==> src/rtl/maskable_carry_adder_pipe_if.sv <==
`default_nettype none
// +--------------------------------------------------------------------------+
// | maskable_carry_adder_pipe_if                                             |
// | Operand/result handshake bundle for the pipelined maskable carry adder.  |
// | Revision: 1.0                                                            |
// +--------------------------------------------------------------------------+
interface maskable_carry_adder_pipe_if #(
  parameter int WIDTH = 16
);
  logic             in_valid;
  logic             in_ready;
  logic [WIDTH-1:0] in_a;
  logic [WIDTH-1:0] in_b;
  logic             in_cin;
  logic             out_valid;
  logic             out_ready;
  logic [WIDTH-1:0] out_sum;
  logic             out_cout;
  logic             err_flag;

  modport master (
    output in_valid, in_a, in_b, in_cin, out_ready,
    input  in_ready, out_valid, out_sum, out_cout, err_flag
  );

  modport slave (
    input  in_valid, in_a, in_b, in_cin, out_ready,
    output in_ready, out_valid, out_sum, out_cout, err_flag
  );
endinterface
`default_nettype wire

==> src/rtl/maskable_carry_adder_pipe.sv <==
`default_nettype none
// +--------------------------------------------------------------------------+
// | maskable_carry_adder_pipe                                                |
// | Segmented, pipelined ripple adder with per-bit exact/approximate cells.  |
// | Optional error statistics: define MCA_ERR_STATS_EN.                      |
// | Revision: 1.0                                                            |
// +--------------------------------------------------------------------------+
module maskable_carry_adder_pipe #(
  parameter int WIDTH = 16,
  parameter int SEG   = 4,
  parameter int CNT_W = 16
) (
  input  wire logic                  clk,
  input  wire logic                  rst,
  input  wire logic                  cfg_we,
  input  wire logic [WIDTH-1:0]      cfg_mask,
  maskable_carry_adder_pipe_if.slave bus,
  output logic [CNT_W-1:0]           err_count,
  input  wire logic                  err_clr
);

  localparam int c_L = WIDTH / SEG;

  logic             w_adv;
  logic             w_out_valid;
  logic [WIDTH-1:0] r_mask;

  // One SEG-bit slice of the cell chain; returns {carry_out, sum}.
  function automatic logic [SEG:0] seg_add(
    input logic [SEG-1:0] a,
    input logic [SEG-1:0] b,
    input logic [SEG-1:0] m,
    input logic           ci
  );
    logic [SEG-1:0] s;
    logic           c;
    c = ci;
    s = '0;
    for (int i = 0; i < SEG; i++) begin
      if (m[i]) begin
        s[i] = a[i] | b[i] | c;
        c    = 1'b0;
      end else begin
        s[i] = a[i] ^ b[i] ^ c;
        c    = (a[i] & b[i]) | (a[i] & c) | (b[i] & c);
      end
    end
    return {c, s};
  endfunction

  assign w_adv        = !w_out_valid || bus.out_ready;
  assign bus.in_ready = w_adv;

  always_ff @(posedge clk or posedge rst) begin
    if (rst) begin
      r_mask <= '0;
    end else if (cfg_we) begin
      r_mask <= cfg_mask;
    end
  end

  genvar k;
  generate
    for (k = 0; k < c_L; k++) begin : g_stage
      localparam int c_UP = WIDTH - (k + 1) * SEG;

      logic [SEG-1:0]         w_a;
      logic [SEG-1:0]         w_b;
      logic [SEG-1:0]         w_m;
      logic                   w_ci;
      logic                   w_vi;
      logic [SEG:0]           w_res;
      logic [(k+1)*SEG-1:0]   w_sum_nxt;
      logic                   r_valid;
      logic                   r_carry;
      logic [(k+1)*SEG-1:0]   r_sum;

      if (k == 0) begin : g_head
        assign w_a       = bus.in_a[SEG-1:0];
        assign w_b       = bus.in_b[SEG-1:0];
        assign w_m       = r_mask[SEG-1:0];
        assign w_ci      = bus.in_cin;
        assign w_vi      = bus.in_valid;
        assign w_sum_nxt = w_res[SEG-1:0];
      end else begin : g_body
        assign w_a       = g_stage[k-1].g_skew.r_a[SEG-1:0];
        assign w_b       = g_stage[k-1].g_skew.r_b[SEG-1:0];
        assign w_m       = g_stage[k-1].g_skew.r_m[SEG-1:0];
        assign w_ci      = g_stage[k-1].r_carry;
        assign w_vi      = g_stage[k-1].r_valid;
        assign w_sum_nxt = {w_res[SEG-1:0], g_stage[k-1].r_sum};
      end

      assign w_res = seg_add(w_a, w_b, w_m, w_ci);

      always_ff @(posedge clk or posedge rst) begin
        if (rst) begin
          r_valid <= 1'b0;
          r_carry <= 1'b0;
          r_sum   <= '0;
        end else if (w_adv) begin
          r_valid <= w_vi;
          r_carry <= w_res[SEG];
          r_sum   <= w_sum_nxt;
        end
      end

      // Operand and mask bits of segments not yet evaluated ride along here.
      if (c_UP > 0) begin : g_skew
        logic [c_UP-1:0] w_a_up;
        logic [c_UP-1:0] w_b_up;
        logic [c_UP-1:0] w_m_up;
        logic [c_UP-1:0] r_a;
        logic [c_UP-1:0] r_b;
        logic [c_UP-1:0] r_m;

        if (k == 0) begin : g_src_in
          assign w_a_up = bus.in_a[WIDTH-1:SEG];
          assign w_b_up = bus.in_b[WIDTH-1:SEG];
          assign w_m_up = r_mask[WIDTH-1:SEG];
        end else begin : g_src_prev
          assign w_a_up = g_stage[k-1].g_skew.r_a[WIDTH-k*SEG-1:SEG];
          assign w_b_up = g_stage[k-1].g_skew.r_b[WIDTH-k*SEG-1:SEG];
          assign w_m_up = g_stage[k-1].g_skew.r_m[WIDTH-k*SEG-1:SEG];
        end

        always_ff @(posedge clk or posedge rst) begin
          if (rst) begin
            r_a <= '0;
            r_b <= '0;
            r_m <= '0;
          end else if (w_adv) begin
            r_a <= w_a_up;
            r_b <= w_b_up;
            r_m <= w_m_up;
          end
        end
      end

`ifdef MCA_ERR_STATS_EN
      logic [WIDTH:0] w_ref_in;

      if (k == 0) begin : g_ref_src_in
        assign w_ref_in = {1'b0, bus.in_a} + {1'b0, bus.in_b} + {{WIDTH{1'b0}}, bus.in_cin};
      end else begin : g_ref_src_prev
        assign w_ref_in = g_stage[k-1].g_ref.r_ref;
      end

      if (k < c_L - 1) begin : g_ref
        logic [WIDTH:0] r_ref;
        always_ff @(posedge clk or posedge rst) begin
          if (rst) begin
            r_ref <= '0;
          end else if (w_adv) begin
            r_ref <= w_ref_in;
          end
        end
      end else begin : g_err
        // Compared as the last segment completes so the flag is a register.
        logic r_err;
        always_ff @(posedge clk or posedge rst) begin
          if (rst) begin
            r_err <= 1'b0;
          end else if (w_adv) begin
            r_err <= ({w_res[SEG], w_sum_nxt} != w_ref_in);
          end
        end
      end
`endif
    end
  endgenerate

  assign w_out_valid   = g_stage[c_L-1].r_valid;
  assign bus.out_valid = w_out_valid;
  assign bus.out_sum   = g_stage[c_L-1].r_sum;
  assign bus.out_cout  = g_stage[c_L-1].r_carry;

`ifdef MCA_ERR_STATS_EN
  localparam logic [CNT_W-1:0] c_CNT_MAX = '1;
  localparam logic [CNT_W-1:0] c_CNT_ONE = {{(CNT_W-1){1'b0}}, 1'b1};

  logic             w_err_flag;
  logic [CNT_W-1:0] r_err_count;

  assign w_err_flag = g_stage[c_L-1].g_err.r_err;

  always_ff @(posedge clk or posedge rst) begin
    if (rst) begin
      r_err_count <= '0;
    end else if (err_clr) begin
      r_err_count <= '0;
    end else if (w_out_valid && bus.out_ready && w_err_flag && (r_err_count != c_CNT_MAX)) begin
      r_err_count <= r_err_count + c_CNT_ONE;
    end
  end

  assign bus.err_flag = w_err_flag;
  assign err_count    = r_err_count;
`else
  logic w_unused_err_clr;
  assign w_unused_err_clr = err_clr;
  assign bus.err_flag     = 1'b0;
  assign err_count        = '0;
`endif

endmodule
`default_nettype wire
==> src/flat_wrapper.sv <==
// flat-port wrapper written by rule: the top's interface ports become plain ports
module maskable_carry_adder_pipe_flat 
#(
  parameter int WIDTH = 16,
  parameter int SEG   = 4,
  parameter int CNT_W = 16
)
  (clk, rst, cfg_we, cfg_mask, err_count, err_clr, bus_in_valid, bus_in_a, bus_in_b, bus_in_cin, bus_out_ready, bus_in_ready, bus_out_valid, bus_out_sum, bus_out_cout, bus_err_flag);
  maskable_carry_adder_pipe_if #(.WIDTH(WIDTH)) bus_i ();
  input  wire logic clk;
  input  wire logic rst;
  input  wire logic cfg_we;
  input  wire logic [WIDTH-1:0] cfg_mask;
  output logic [CNT_W-1:0] err_count;
  input  wire logic err_clr;
  input wire logic [$bits(bus_i.in_valid)-1:0] bus_in_valid;
  input wire logic [$bits(bus_i.in_a)-1:0] bus_in_a;
  input wire logic [$bits(bus_i.in_b)-1:0] bus_in_b;
  input wire logic [$bits(bus_i.in_cin)-1:0] bus_in_cin;
  input wire logic [$bits(bus_i.out_ready)-1:0] bus_out_ready;
  output wire logic [$bits(bus_i.in_ready)-1:0] bus_in_ready;
  output wire logic [$bits(bus_i.out_valid)-1:0] bus_out_valid;
  output wire logic [$bits(bus_i.out_sum)-1:0] bus_out_sum;
  output wire logic [$bits(bus_i.out_cout)-1:0] bus_out_cout;
  output wire logic [$bits(bus_i.err_flag)-1:0] bus_err_flag;
  assign bus_i.in_valid = bus_in_valid;
  assign bus_i.in_a = bus_in_a;
  assign bus_i.in_b = bus_in_b;
  assign bus_i.in_cin = bus_in_cin;
  assign bus_i.out_ready = bus_out_ready;
  assign bus_in_ready = bus_i.in_ready;
  assign bus_out_valid = bus_i.out_valid;
  assign bus_out_sum = bus_i.out_sum;
  assign bus_out_cout = bus_i.out_cout;
  assign bus_err_flag = bus_i.err_flag;
  maskable_carry_adder_pipe #(.WIDTH(WIDTH), .SEG(SEG), .CNT_W(CNT_W)) u_core (.clk(clk), .rst(rst), .cfg_we(cfg_we), .cfg_mask(cfg_mask), .bus(bus_i), .err_count(err_count), .err_clr(err_clr));
endmodule
==> config.mk <==
export PLATFORM = sky130hd
export DESIGN_NAME = maskable_carry_adder_pipe_flat
export DESIGN_NICKNAME = d
export VERILOG_FILES = /design/src/rtl/maskable_carry_adder_pipe_if.sv /design/src/rtl/maskable_carry_adder_pipe.sv /design/src/flat_wrapper.sv
export SDC_FILE = /design/constraint.sdc
export NUM_CORES = 1
export LEC_CHECK = 0
export ABC_CLOCK_PERIOD_IN_PS = 4900
export BUFFER_PORTS_ARGS = -buffer_cell sky130_fd_sc_hd__buf_2
export CORE_MARGIN = 3
export CORE_UTILIZATION = 50
export CTS_BUF_LIST = sky130_fd_sc_hd__clkbuf_8
export DETAILED_ROUTE_END_ITERATION = 8
export PLACE_DENSITY = 0.71
export SYNTH_ARGS = -nofsm -noshare
export SYNTH_HDL_FRONTEND = slang
export SYNTH_SLANG_ARGS = --single-unit
==> constraint.sdc <==
create_clock -name clk -period 4.9 [get_ports clk]
set_input_delay 0.245 -clock clk [delete_from_list [all_inputs] [get_ports clk]]
set_output_delay 0.245 -clock clk [all_outputs]
set_load 0.005 [all_outputs]
==> impl_metrics.env, run 1 <==
export IMPL_ys_seq_area_frac=0.557
export IMPL_setup_violations=0
export IMPL_htree_levels=4
export IMPL_fin_ws_ns=2.06
export IMPL_initialDrtViolationCount=194
export IMPL_io_buffers=72
export IMPL_cts_resized=0
export IMPL_end_kind="register"
export IMPL_areaGrowthSynthToFinish_pct=13.1
export IMPL_critical_path_arrival_ns=3.10
export IMPL_core_area_mm2=0.0117
export IMPL_pwr_share_comb=0.300
export IMPL_clock_sinks=136
export IMPL_fin_crit_ns=2.84
export IMPL_cts_root_buf="clkbuf_8"
export IMPL_clkTransAtPathRegs_ns=0.07
export IMPL_holdCritPathClass="input port to register"
export IMPL_yosys_top_cells_area="dfrtp_1 (56%), nand2_1 (17%), fa_1 (5.2%)"
export IMPL_fmax_mhz=353
export IMPL_synth_cell_types=22
export IMPL_finalNetCount=799
export IMPL_cp_max_fo=3
export IMPL_synth_top_area_frac=0.557
export IMPL_viasPerCell=4.81
export IMPL_wire_per_inst_um=12.8
export IMPL_synth_seq_cells=136
export IMPL_p_leak_nw=3.63
export IMPL_max_slew_margin=0.296
export IMPL_clock_path_buffers=2
export IMPL_critPathCapture="u_core.bus.out_sum[15]"
export IMPL_pwr_share_seq=0.490
export IMPL_drt_wl_total_um=11000
export IMPL_worstSetupPathType="register to register"
export IMPL_synth_common_cells="nand2_1 (281), dfrtp_1 (136), inv_1 (40)"
export IMPL_r2r_start="u_core.g_stage[2].g_skew.r_a[0]"
export IMPL_startpoint="u_core.g_stage[2].g_skew.r_a[0]"
export IMPL_synth_edff_count=0
export IMPL_switchingPower_mw=1.30
export IMPL_synth_largest_area_cell="dfrtp_1"
export IMPL_tightestPinTransition_ns=1.06
export IMPL_dieArea_mm2=0.0136
export IMPL_drive_gt1_frac=0.172
export IMPL_pin_count=91
export IMPL_outcome="finished, final reports clean"
export IMPL_diodes=0
export IMPL_reg2reg_slack_ns=2.06
export IMPL_cap_violations=0
export IMPL_met2_usage=0.294
export IMPL_gp_congestion=0.758
export IMPL_hpwl_um=7250
export IMPL_synthMostInstantiatedCell="nand2_1"
export IMPL_startpoint_type="register"
export IMPL_internal_power_mw=2.41
export IMPL_finalClockSkew_ns=0.00777
export IMPL_required_ns=5.17
export IMPL_die_w_um=116
export IMPL_met1_usage=0.225
export IMPL_cts_tree="yes"
export IMPL_final_antenna_net_count=0
export IMPL_numCtsBuffers=17
export IMPL_first_pass_iters=4
export IMPL_rows=39
export IMPL_ys_async_sr_fraction=1.00
export IMPL_syn_avg_cell_area_um2=9.69
export IMPL_yosysWarnings=0
export IMPL_rsz0062_at_grt="false"
export IMPL_synth_cells=630
export IMPL_initial_core_util=0.523
export IMPL_overflow=0
export IMPL_fp_dieH_um=116
export IMPL_grt_busiest_layer="met2"
export IMPL_power_share_clock=0.210
export IMPL_powerDensity_mw_per_mm2=537
export IMPL_grt_pass1_wl_um=18800
export IMPL_antenna_found_initial=0
export IMPL_grt_pass1_vias=4153
export IMPL_finalHoldViolations=0
export IMPL_r2r_cells=10
export IMPL_synth_ff_type="dfrtp_1"
export IMPL_tns_ns=0
export IMPL_totalPowerFinal_mw=3.71
export IMPL_final_cells=864
export IMPL_clock_latency_ns=0.43
export IMPL_place_ws_ns=2.06
export IMPL_track_usage=0.177
export IMPL_postCtsSetupBuffers=0
export IMPL_post_route_util=0.592
export IMPL_maxSlewViolCount=0
export IMPL_netlist_area_mm2=0.00610
export IMPL_grt_max_degree=109
export IMPL_finalCritPeriodShare=0.579
export IMPL_r2r_end="u_core.bus.out_sum[15]"
export IMPL_switching_share=0.349
export IMPL_use_met3=0.0415
export IMPL_drc=0
export IMPL_routed_via_count=4157
export IMPL_ir_drop_mv=0.225
export IMPL_place_inst=819
per-stage QoR:
stage / hold slack, ns / area [um^2]
finish: 0.0262 / 6900
global route: 0.00178 / 6900
CTS: 0.00000860 / 6900
detailed placement: 0.424 / 6400
global placement: 0.420 / 6400
floorplan: 0.357 / 6160
cell families (layout without fill, tap and decap cells):
kind of cell | count (synthesis) | count (layout) | synth area share
muxes | 16 | 16 | 0.0295
adders and majority gates | 32 | 32 | 0.0853
buffers and inverters | 86 | 161 | 0.0795
DFF | 136 | 136 | 0.557
other | 1 | 17 | 0.000614
and+or+nand+nor | 300 | 300 | 0.193
AOI/OAI and AO/OA | 59 | 59 | 0.0549
power by group through the flow:
stage	clock (mW)	sequential (mW)	combinational, mW
after floorplan	0	1.78	0.878
after global placement	0	1.81	1.07
after detailed placement	0	1.84	1.13
after CTS	0.804	1.82	1.14
after global routing	0.844	1.88	1.32
final	0.780	1.82	1.11
worst max-delay path: stages (launching register included):
cell     delay, ns
dfrtp_1       0.36
inv_1         0.11
fa_1          0.19
nor2_1        0.08
fa_1          0.42
nor2b_1       0.17
fa_1          0.43
nor2b_1       0.18
fa_1          0.47
o22ai_1       0.17
o21ai_0       0.09
timing repair:
action                     CTS  global route
hold endpoints to repair    96             0
setup endpoints to repair    0             0
hold buffers                17             0
flip-flops by register name, summed over array words and instances (netlist names):
name	flops
u_core.g_stage.g_skew.r_a	24
u_core.g_stage.g_skew.r_b	24
u_core.g_stage.g_skew.r_m	24
u_core.g_stage.r_sum	24
u_core.bus.out_sum	16
u_core.r_mask	16
u_core.g_stage.r_carry	3
u_core.g_stage.r_valid	3
u_core.bus.out_cout	1
u_core.bus.out_valid	1
placed cells by master (no fill, tap or decap), drive strengths merged:
master       count
nor2b           10
conb            17
buf             75
clkinv           4
inv             43
o22ai           15
clkbuf          22
a21o             1
nor2             4
dfrtp          136
o21ai           42
dlygate4sd3     17
nand3b           4
ha              16
nand2          281
a311oi           1
nand2b           1
mux2            16
fa              16
per-layer routing:
metal	share of wire	routed length (um)
met5	0	0
met3	0.042	463
met1	0.44	4850
met2	0.50	5530
met4	0.018	202
how the worst min path moves through the flow:
stage / start / endpoint / slack (ns) / cells past startpoint
global placement: rst / u_core.r_mask[9] / 0.42 / 2
global route: bus_in_a[7] / u_core.g_stage[0].g_skew.r_a[3] / 0.002 / 3
finish: bus_in_a[12] / u_core.g_stage[0].g_skew.r_a[8] / 0.03 / 3
CTS: bus_in_a[7] / u_core.g_stage[0].g_skew.r_a[3] / 0.000009 / 3
detailed placement: rst / u_core.r_mask[11] / 0.42 / 2
floorplan: bus_in_a[14] / u_core.g_stage[0].g_skew.r_a[10] / 0.36 / 2
cell type report:
class	instances	area [um^2]
repair buffers	92	553
clock buffers	22	303
fillers	1058	4760
well taps	143	179
flip-flops and latches	136	3400
clock inverters	6	27.5
inverters	41	161
multi-input cells	424	2280
(Power assumes the default switching activity.)
==> run 2, diff against run 1 <==
--- a/config.mk
+++ b/config.mk
@@ -5,7 +5,7 @@
 export SDC_FILE = /design/constraint.sdc
 export NUM_CORES = 1
 export LEC_CHECK = 0
-export ABC_CLOCK_PERIOD_IN_PS = 4900
+export ABC_CLOCK_PERIOD_IN_PS = 2750
 export BUFFER_PORTS_ARGS = -buffer_cell sky130_fd_sc_hd__buf_2
 export CORE_MARGIN = 3
 export CORE_UTILIZATION = 50
==> constraint.sdc (replaced) <==
create_clock -name clk -period 2.75 [get_ports clk]
set_input_delay 0.1375 -clock clk [delete_from_list [all_inputs] [get_ports clk]]
set_output_delay 0.1375 -clock clk [all_outputs]
set_load 0.005 [all_outputs]
==> impl_metrics.env, run 2 (synthesis results as in run 1) <==
export IMPL_holdCritPathClass="input port to register"
export IMPL_fmax_mhz=375
export IMPL_cp_max_fo=3
export IMPL_maxSlewViolCount=0
export IMPL_place_inst=824
export IMPL_htree_levels=4
export IMPL_powerDensity_mw_per_mm2=982
export IMPL_wire_per_inst_um=12.6
export IMPL_finalCritPeriodShare=0.971
export IMPL_startpoint="u_core.g_stage[0].g_skew.r_b[0]"
export IMPL_cts_root_buf="clkbuf_8"
export IMPL_antenna_found_initial=0
export IMPL_end_kind="register"
export IMPL_switchingPower_mw=2.44
export IMPL_internal_power_mw=4.84
export IMPL_setup_violations=0
export IMPL_first_pass_iters=4
export IMPL_final_cells=899
export IMPL_post_route_util=0.636
export IMPL_outcome="finished, final reports clean"
export IMPL_place_ws_ns=-0.00851
export IMPL_ir_drop_mv=0.679
export IMPL_numCtsBuffers=17
export IMPL_drc=0
export IMPL_pwr_share_comb=0.297
export IMPL_dieArea_mm2=0.0136
export IMPL_rsz0062_at_grt="true"
export IMPL_clock_latency_ns=0.43
export IMPL_p_leak_nw=3.81
export IMPL_initialDrtViolationCount=201
export IMPL_clock_path_buffers=2
export IMPL_hp_start="bus_in_cin"
export IMPL_pwr_share_seq=0.448
export IMPL_grt_max_degree=137
export IMPL_power_share_clock=0.255
export IMPL_finalNetCount=831
export IMPL_fin_crit_ns=2.67
export IMPL_worstSetupPathType="register to register"
export IMPL_rows=39
export IMPL_viasPerCell=4.84
export IMPL_fin_ws_ns=0.0800
export IMPL_final_antenna_net_count=0
export IMPL_core_area_mm2=0.0117
export IMPL_switching_share=0.335
export IMPL_regArea_mm2=0.00340
export IMPL_cap_violations=0
export IMPL_layout_common_cells="nand2_1 (281), dfrtp_1 (136), buf_2 (72)"
export IMPL_routed_via_count=4350
export IMPL_diodes=0
export IMPL_pin_count=91
export IMPL_r2r_start="u_core.g_stage[0].g_skew.r_b[0]"
export IMPL_tightestPinTransition_ns=0.699
export IMPL_cts_tree="yes"
export IMPL_gp_congestion=0.780
export IMPL_finalClockSkew_ns=0.00936
export IMPL_drt_wl_total_um=11300
export IMPL_overflow=0
export IMPL_final_common_cell="nand2_1"
export IMPL_fillers=952
export IMPL_die_w_um=116
export IMPL_clock_sinks=136
export IMPL_io_buffers=72
export IMPL_initial_core_util=0.523
export IMPL_tns_ns=0
export IMPL_track_usage=0.180
export IMPL_drive_gt1_frac=0.209
export IMPL_finalHoldViolations=0
export IMPL_required_ns=3.03
export IMPL_max_slew_margin=0.534
export IMPL_fp_dieH_um=116
export IMPL_hpwl_um=7270
export IMPL_clkTransAtPathRegs_ns=0.08
export IMPL_grt_pass1_wl_um=19200
export IMPL_startpoint_type="register"
export IMPL_areaGrowthSynthToFinish_pct=21.6
export IMPL_grt_pass1_vias=4272
export IMPL_critical_path_arrival_ns=2.95
export IMPL_multi_input_area_mm2=0.00234
[run 2: final cells by class]
| type | count | share of cell area |
|---|---|---|
| sequential | 136 | 0.459 |
| inverter | 41 | 0.0216 |
| clock buffer | 19 | 0.0352 |
| multi-input combinational | 424 | 0.315 |
| timing repair buffer | 124 | 0.119 |
| tap | 143 | 0.0241 |
| clock inverter | 12 | 0.0268 |
[run 2: critical path, cell delays in order (launching register included)]
cell     delay (ns)
dfrtp_1        0.37
inv_2          0.08
fa_2           0.21
nor2_2         0.05
fa_2           0.38
nor2b_4        0.14
fa_1           0.42
nor2b_4        0.14
fa_1           0.48
o22ai_1        0.17
o21ai_1        0.08
[run 2: per-layer routing]
metal | vias to the layer above | track usage | part of all wire
li1 | 2142 | - | -
met1 | 2110 | 0.232 | 0.45
met2 | 82 | 0.298 | 0.50
met3 | 16 | 0.0528 | 0.036
met4 | 0 | 0.0518 | 0.014
met5 | - | 0 | 0
[run 2: worst paths after layout]
path	end	slack, ns	cells after the start
worst max-delay path	u_core.g_stage[1].r_sum[7]	0.08	10
worst min register to register	u_core.bus.out_sum[9]	0.46	2
worst min-delay path	u_core.g_stage[0].r_sum[0]	0.03	3
worst max register to register	u_core.g_stage[1].r_sum[7]	0.08	10
min in group asynchronous	u_core.r_mask[10]	0.46	4
max in group asynchronous	u_core.g_stage[1].g_skew.r_b[2]	1.78	4
[run 2: timing repair]
action                                  in CTS  in global routing
endpoints found under the setup margin       3                  3
setup buffers                                1                  1
hold buffers                                42                  0
resized for setup                           10                 20
endpoints found under the hold margin      177                  0
pin swaps                                    0                  2
[run 2: per-stage QoR]
step                power, mW  cell area (um^2)  hold WS, ns
finish                   7.29              7420       0.0332
global route             7.89              7420       0.0327
CTS                      7.28              7360      0.00985
detailed placement       5.33              6460        0.336
global placement         5.19              6460        0.335
floorplan                4.74              6170        0.250
[run 2: power by group through the flow]
| stage | Sequential, mW | Clock (mW) | Combinational, mW |
|---|---|---|---|
| after floorplan | 3.17 | 0 | 1.57 |
| after global placement | 3.23 | 0 | 1.96 |
| after detailed placement | 3.27 | 0 | 2.06 |
| after CTS | 3.24 | 1.90 | 2.13 |
| after global routing | 3.36 | 2.00 | 2.54 |
| final | 3.26 | 1.86 | 2.17 |
